--- config.mk ---
export PLATFORM = sky130hd
export DESIGN_NAME = sim_mmio_ctrl
export DESIGN_NICKNAME = d
export VERILOG_FILES = /design/src/rtl/rv32i_pkg.sv /design/src/rtl/con_fifo.sv /design/src/rtl/sim_mmio_ctrl.sv
export SDC_FILE = /design/constraint.sdc
export NUM_CORES = 1
export LEC_CHECK = 0
export CAP_MARGIN = 0
export CORE_ASPECT_RATIO = 0.5
export CORE_MARGIN = 10
export CORE_UTILIZATION = 30
export CTS_CLUSTER_SIZE = 14
export DETAILED_ROUTE_END_ITERATION = 8
export PLACE_DENSITY_LB_ADDON = 0.3
export SKIP_LAST_GASP = 1
export SYNTH_ARGS = -nofsm -noshare
export SYNTH_HDL_FRONTEND = slang
export SYNTH_SLANG_ARGS = --single-unit
--- constraint.sdc ---
create_clock -name clk -period 4.6 [get_ports clk]
set_clock_uncertainty 0.05 [all_clocks]
set_input_delay 0.92 -clock clk [delete_from_list [all_inputs] [get_ports clk]]
set_output_delay 0.92 -clock clk [all_outputs]
set_load 0.01 [all_outputs]
--- src/rtl/rv32i_pkg.sv ---
// Shared types and constants for the simulation-control MMIO stage.
// Holds the end-of-test FSM state encoding and the word offsets of the
// registers inside the 16-byte MMIO window.
package rv32i_pkg;

   typedef enum logic [1:0] {
      RUN    = 2'd0,
      DRAIN  = 2'd1,
      HALTED = 2'd2
   } sim_state_e;

   // Register offsets within the window (byte offsets, word aligned)
   localparam logic [3:0] MMIO_TOHOST  = 4'h0;
   localparam logic [3:0] MMIO_CONSOLE = 4'h4;
   localparam logic [3:0] MMIO_STATUS  = 4'h8;
   localparam logic [3:0] MMIO_CYCLE   = 4'hC;

endpackage

--- src/rtl/con_fifo.sv ---
// Synchronous console FIFO. DEPTH must be a power of two so the pointers
// wrap naturally. The head entry is read combinationally so the consumer
// sees the byte in the same cycle con_valid rises. A push into a full FIFO
// is still accepted when a pop happens in the same cycle.
module con_fifo #(
   parameter int WIDTH = 8,
   parameter int DEPTH = 16
) (
   input  logic                     clk,
   input  logic                     rst,
   input  logic                     push,
   input  logic [WIDTH-1:0]         push_data,
   input  logic                     pop,
   output logic                     full,
   output logic                     empty,
   output logic [$clog2(DEPTH):0]   count,
   output logic [WIDTH-1:0]         head
);

   localparam int AW = $clog2(DEPTH);

   logic [WIDTH-1:0] mem_reg [DEPTH];
   logic [AW-1:0]    wr_ptr_reg;
   logic [AW-1:0]    rd_ptr_reg;
   logic [AW:0]      count_reg;
   logic             do_push;
   logic             do_pop;

   assign empty   = (count_reg == '0);
   assign full    = (count_reg == (AW+1)'(DEPTH));
   assign count   = count_reg;
   assign head    = mem_reg[rd_ptr_reg];
   assign do_pop  = pop && !empty;
   assign do_push = push && (!full || do_pop);

   // Storage write; contents need no reset because count guards every read
   always_ff @(posedge clk) begin
      if (do_push) mem_reg[wr_ptr_reg] <= push_data;
   end

   // Pointer and occupancy bookkeeping
   always_ff @(posedge clk) begin
      if (rst) begin
         wr_ptr_reg <= '0;
         rd_ptr_reg <= '0;
         count_reg  <= '0;
      end else begin
         if (do_push) wr_ptr_reg <= wr_ptr_reg + 1'b1;
         if (do_pop)  rd_ptr_reg <= rd_ptr_reg + 1'b1;
         if (do_push && !do_pop)      count_reg <= count_reg + 1'b1;
         else if (do_pop && !do_push) count_reg <= count_reg - 1'b1;
      end
   end

endmodule

--- src/rtl/sim_mmio_ctrl.sv ---
// Data-bus MMIO stage between the CPU data port and simple_memory.
// Decodes a 16-byte simulation-control window (tohost, console, status,
// cycle counter), forwards everything else to memory, and runs a watchdog.
// Optional macro SIM_MMIO_PRINT_EN: echo console bytes and report the halt
// with system tasks (simulation only). Undefined: fully synthesizable.
module sim_mmio_ctrl
   import rv32i_pkg::*;
#(
   parameter logic [31:0] MMIO_BASE    = 32'hFFFF_0000,
   parameter int          FIFO_DEPTH   = 16,
   parameter int          MAX_CYCLES   = 200,
   parameter logic [31:0] TIMEOUT_CODE = 32'hDEAD_0001
) (
   input  logic        clk,
   input  logic        rst,
   input  logic [31:0] data_addr,
   input  logic [31:0] data_wdata,
   input  logic [3:0]  data_we,
   input  logic        data_re,
   output logic [31:0] data_rdata,
   output logic [31:0] mem_addr,
   output logic [31:0] mem_wdata,
   output logic [3:0]  mem_we,
   output logic        mem_re,
   input  logic [31:0] mem_rdata,
   output logic        con_valid,
   output logic [7:0]  con_data,
   input  logic        con_ready,
   output logic        halt,
   output logic        timeout,
   output logic [31:0] halt_code
);

   sim_state_e state_reg, state_next;
   logic [31:0] halt_code_reg, halt_code_next;
   logic        timeout_reg, timeout_next;
   logic [31:0] cycle_cnt_reg;
   logic [15:0] ovf_cnt_reg;

   logic                         in_window;
   logic [3:0]                   offset;
   logic                         is_run;
   logic                         tohost_wr;
   logic                         con_wr;
   logic                         con_drop;
   logic                         wd_fire;
   logic                         fifo_push;
   logic                         fifo_pop;
   logic                         fifo_full;
   logic                         fifo_empty;
   logic [$clog2(FIFO_DEPTH):0]  fifo_count;
   logic [7:0]                   fifo_count8;

   assign in_window = (data_addr[31:4] == MMIO_BASE[31:4]);
   assign offset    = {data_addr[3:2], 2'b00};
   assign is_run    = (state_reg == RUN);

   assign tohost_wr = in_window && (offset == MMIO_TOHOST) && (|data_we) && (|data_wdata) && is_run;
   assign con_wr    = in_window && (offset == MMIO_CONSOLE) && data_we[0] && is_run;
   assign fifo_pop  = con_valid && con_ready;
   assign fifo_push = con_wr;
   assign con_drop  = con_wr && fifo_full && !fifo_pop;
   assign wd_fire   = (MAX_CYCLES != 0) && (state_reg != HALTED) &&
                      (cycle_cnt_reg == 32'(MAX_CYCLES - 1));

   assign mem_addr  = data_addr;
   assign mem_wdata = data_wdata;
   assign mem_we    = (!in_window && is_run) ? data_we : 4'b0000;
   assign mem_re    = !in_window ? data_re : 1'b0;

   assign con_valid   = !fifo_empty;
   assign fifo_count8 = 8'(fifo_count);
   assign halt        = (state_reg == HALTED);
   assign timeout     = timeout_reg;
   assign halt_code   = halt_code_reg;

   con_fifo #(
      .WIDTH (8),
      .DEPTH (FIFO_DEPTH)
   ) u_con_fifo (
      .clk       (clk),
      .rst       (rst),
      .push      (fifo_push),
      .push_data (data_wdata[7:0]),
      .pop       (fifo_pop),
      .full      (fifo_full),
      .empty     (fifo_empty),
      .count     (fifo_count),
      .head      (con_data)
   );

   // Zero-latency read mux: window registers or memory pass-through
   always_comb begin
      data_rdata = mem_rdata;
      if (in_window) begin
         case (offset)
            MMIO_TOHOST: data_rdata = halt_code_reg;
            MMIO_STATUS: data_rdata = {ovf_cnt_reg, fifo_count8, 5'b0, timeout_reg, state_reg};
            MMIO_CYCLE:  data_rdata = cycle_cnt_reg;
            default:     data_rdata = 32'h0;
         endcase
      end
   end

   // End-of-test FSM next state; a tohost write beats a same-cycle watchdog
   always_comb begin
      state_next     = state_reg;
      halt_code_next = halt_code_reg;
      timeout_next   = timeout_reg;
      case (state_reg)
         RUN: begin
            if (tohost_wr) begin
               state_next     = DRAIN;
               halt_code_next = data_wdata;
            end else if (wd_fire) begin
               state_next     = HALTED;
               timeout_next   = 1'b1;
               halt_code_next = TIMEOUT_CODE;
            end
         end
         DRAIN: begin
            if (wd_fire) begin
               state_next     = HALTED;
               timeout_next   = 1'b1;
               halt_code_next = TIMEOUT_CODE;
            end else if (fifo_empty) begin
               state_next = HALTED;
            end
         end
         HALTED:  state_next = HALTED;
         default: state_next = RUN;
      endcase
   end

   // FSM and halt result registers
   always_ff @(posedge clk) begin
      if (rst) begin
         state_reg     <= RUN;
         halt_code_reg <= 32'h0;
         timeout_reg   <= 1'b0;
      end else begin
         state_reg     <= state_next;
         halt_code_reg <= halt_code_next;
         timeout_reg   <= timeout_next;
      end
   end

   // Cycle counter runs until halt, then freezes for post-mortem reads
   always_ff @(posedge clk) begin
      if (rst)                     cycle_cnt_reg <= 32'h0;
      else if (state_reg != HALTED) cycle_cnt_reg <= cycle_cnt_reg + 32'd1;
   end

   // Saturating count of console bytes dropped on a full FIFO
   always_ff @(posedge clk) begin
      if (rst) ovf_cnt_reg <= 16'h0;
      else if (con_drop && ovf_cnt_reg != 16'hFFFF) ovf_cnt_reg <= ovf_cnt_reg + 16'd1;
   end

`ifdef SIM_MMIO_PRINT_EN
   // Simulation console: echo each popped byte and announce entry to HALTED
   always @(posedge clk) begin
      if (!rst && fifo_pop) $write("%c", con_data);
      if (!rst && state_reg != HALTED && state_next == HALTED)
         $display("[sim_mmio_ctrl] halt_code=0x%08h timeout=%0d", halt_code_next, timeout_next);
   end
`else
   // Default build: no console echo; port behaviour is identical.
`endif

endmodule

==> reports/metrics.cfg <==
[status]
outcome=finished clean

[final_layout]
largest_reg_flops=128
drive_gt1_frac=0.1403
finalNetCount=1224
area_delta_synth_final_pct=30.40
final_cells=1604
finalInstanceArea_um2=14170

[placed_design]
pre_cts_ws_ps=237.0
io_buffers=243
dpl.hpwl_mm=24.58
placed_area_um2=13550
placed_cells=1565
gp_congestion=0.8385

[cts]
cts_resized=0
cts-htree-levels=1
cts.reportedPaths.clkPinSlew_ps=60
clk-insertion-delay-late_ps=510
cts_buffers=21
clock_sinks=228
cts_tree=done
cts_setup_buffers=0
hold_buffers=0
clock_path_buffers=3
cts-root-buf=clkbuf_16

[detailed_routing]
routed_wl_mm=32.84
num_vias=7686
vias_per_cell=4.792
drc=0
antenna_left=0
first_pass_iters=5
drt_iter0_markers=569
avgRoutedWirePerCell_um=20.47

[job]
max_cap_viol_count=0

[sta]
fmax_ghz=0.2293
finalHoldViolations=0
setup_violations=0
fin_setup_tns_ps=0
tightest_slew_ps=947.8
relSlewSlack=0.3599
hold_ws_ps=425.0
fin_crit_sh=0.9482
fin_crit_ps=4362
slew_viol_final=0
fin_ws_ps=238.2
grt_setup_unrepaired=no

[yosys]
synth.avg_cell_area_um2=11.96
async_flop_share=0
netlist_instances=909
seq_area_frac_synth=0.5378
yosys-top-cells-area=edfxtp_1 (35%), dfxtp_1 (18%), mux4_2 (8.3%), buf_4 (4.5%), nor2_1 (3.2%)
yosysTopAreaCell=edfxtp_1
synthFlopType=edfxtp_1
synth_edf_count=128
syn_area_um2=10870
syn-num-nets=1029
yosysWarnings=0
synthDominantCellAreaShare=0.3536
ys_ff_latch=228
synth_cell_type_count=59

[die]
chipHeight_um=154.6
die-area_um2=44710
ios=248
core_area_um2=35800
start_util=0.3036
die_w_um=289.2
row_count=49

[pwr]
internal-power_mw=3.227
vdd_drop_max_mv=0.2734
p_per_area_nw_per_um2=290.9
pwr-share-clk=0.401
p_leak_nw=4.821
switchingPower_mw=0.8955
p_sw_frac=0.2172
combPwrFrac=0.077
p_seq_frac=0.522

[grt]
first_global_vias=7905
grt_pass1_wl_mm=49.29
grt_max_degree=63
grt-ovfl-total=0
antenna_found_initial=1
track_usage=0.1422

[critical_path]
start_kind=input pin
crit_chain=clkdlybuf4s50_1, nand4_1, or3_1, or2_2, buf_12, o21ai_0, clkdlybuf4s50_1
critPathSlowestCell=clkdlybuf4s50_1
crit_top_cell=clkdlybuf4s50_1
crit_required_ps=3630
path_class=input pin to output pin
max_stage_delay_ps=580
worstPathMaxFanout=62
arrival_ps=3390
worstSetupEndpointType=output pin

[hold_path]
hp-class=flip-flop to flip-flop

[layout make-up]
cell class              instances  area [um2]
clock buffers                  29       555.5
well taps                     484       605.6
clock inverters                 9       67.56
multi-input cells             547        4263
diodes                          1       2.502
repair buffers                285        2755
flip-flops and latches        228        5847
inverters                      21       78.83
fillers                      3442       21630
[final timing paths]
path	start	to	slack, ps	cells after the start
worst min register to register	halt_code[0]	halt_code[0]	430	2
worst min-delay path	halt_code[0]	halt_code[0]	430	2
worst max-delay path	data_addr[23]	data_rdata[23]	240	7
worst max register to register	state_reg[1]	u_con_fifo.count[4]	1390	12
[cells in the mapped netlist (all sizes together), types with 14 or more instances]
cell type  number
mux2           26
xor2           26
clkbuf         35
nor3           16
a22o           20
dfxtp         100
a21oi          14
a22oi          32
buf            78
nand3          21
nor4           20
inv            21
nand4          19
xnor2          18
edfxtp        128
ha             15
nand2          58
mux4           40
nor2           93
o21ai          42
[power groups by stage]
stage | Combinational, mW | Clock (mW) | Sequential [mW]
2_1_floorplan | 0.118 | 0 | 2.20
3_3_place_gp | 0.315 | 0 | 2.20
3_5_place_dp | 0.318 | 0 | 2.20
4_1_cts | 0.320 | 1.69 | 2.15
5_1_grt | 0.335 | 1.78 | 2.15
6_report | 0.316 | 1.65 | 2.15
[metrics by stage]
stage               power, mW    util
finish                  4.123  0.3959
global route            4.262  0.3959
CTS                     4.166  0.3958
detailed placement      2.516  0.3784
global placement        2.512  0.3784
floorplan               2.316       -
[critical path, delay by kind of cell]
family                 cells  cell delay, ps
AOI/OAI and AO/OA          1             250
buffers and inverters      3            1260
and+or+nand+nor            3             920
[layout by cell type, fill, tap and decap left out, types with 3 or more instances in the layout]
cell type,netlist,layout
and3_1,12,12
edfxtp_1,128,128
mux2i_1,6,6
clkdlybuf4s50_1,0,242
nor4_4,3,3
a211oi_2,10,10
clkinv_1,0,5
a21o_1,3,3
mux2_2,22,22
nand2_1,58,58
nor3_1,12,12
nand4_1,18,18
and2_1,7,7
nor4_1,16,16
o21ai_0,40,40
ha_1,15,15
nand3_1,21,21
nor2b_1,6,6
nor2_1,93,92
mux4_2,40,40
nand2b_1,5,5
a22o_1,20,20
inv_1,21,21
clkbuf_16,0,21
xor2_1,26,26
xnor2_1,18,18
nor3_2,4,4
and4_1,4,4
dfxtp_1,100,99
a22oi_1,32,32
a21oi_1,14,14
clkbuf_1,35,8
buf_4,65,41
or3_1,10,10
[layer usage]
layer / part of all wire / routed length (um) / GRT usage
met3: 0.027 / 898 / 0.02209
met1: 0.42 / 13730 / 0.1701
met2: 0.54 / 17580 / 0.2627
met4: 0.019 / 628 / 0.03267
met5: 0 / 0 / 0
[logic make-up (layout without fill, tap and decap cells)]
kind of cell | after synthesis | after routing | share of synthesized area
and+or+nand+nor | 284 | 284 | 0.1358
DFF | 228 | 228 | 0.5378
buffers and inverters | 134 | 344 | 0.07079
other | 0 | 1 | 0
AOI/OAI and AO/OA | 131 | 131 | 0.08506
adders and majority gates | 16 | 16 | 0.01911
muxes | 72 | 72 | 0.1160
xor gates and xnor gates | 44 | 44 | 0.03545
Note: power is estimated with default switching activity, not from simulation.
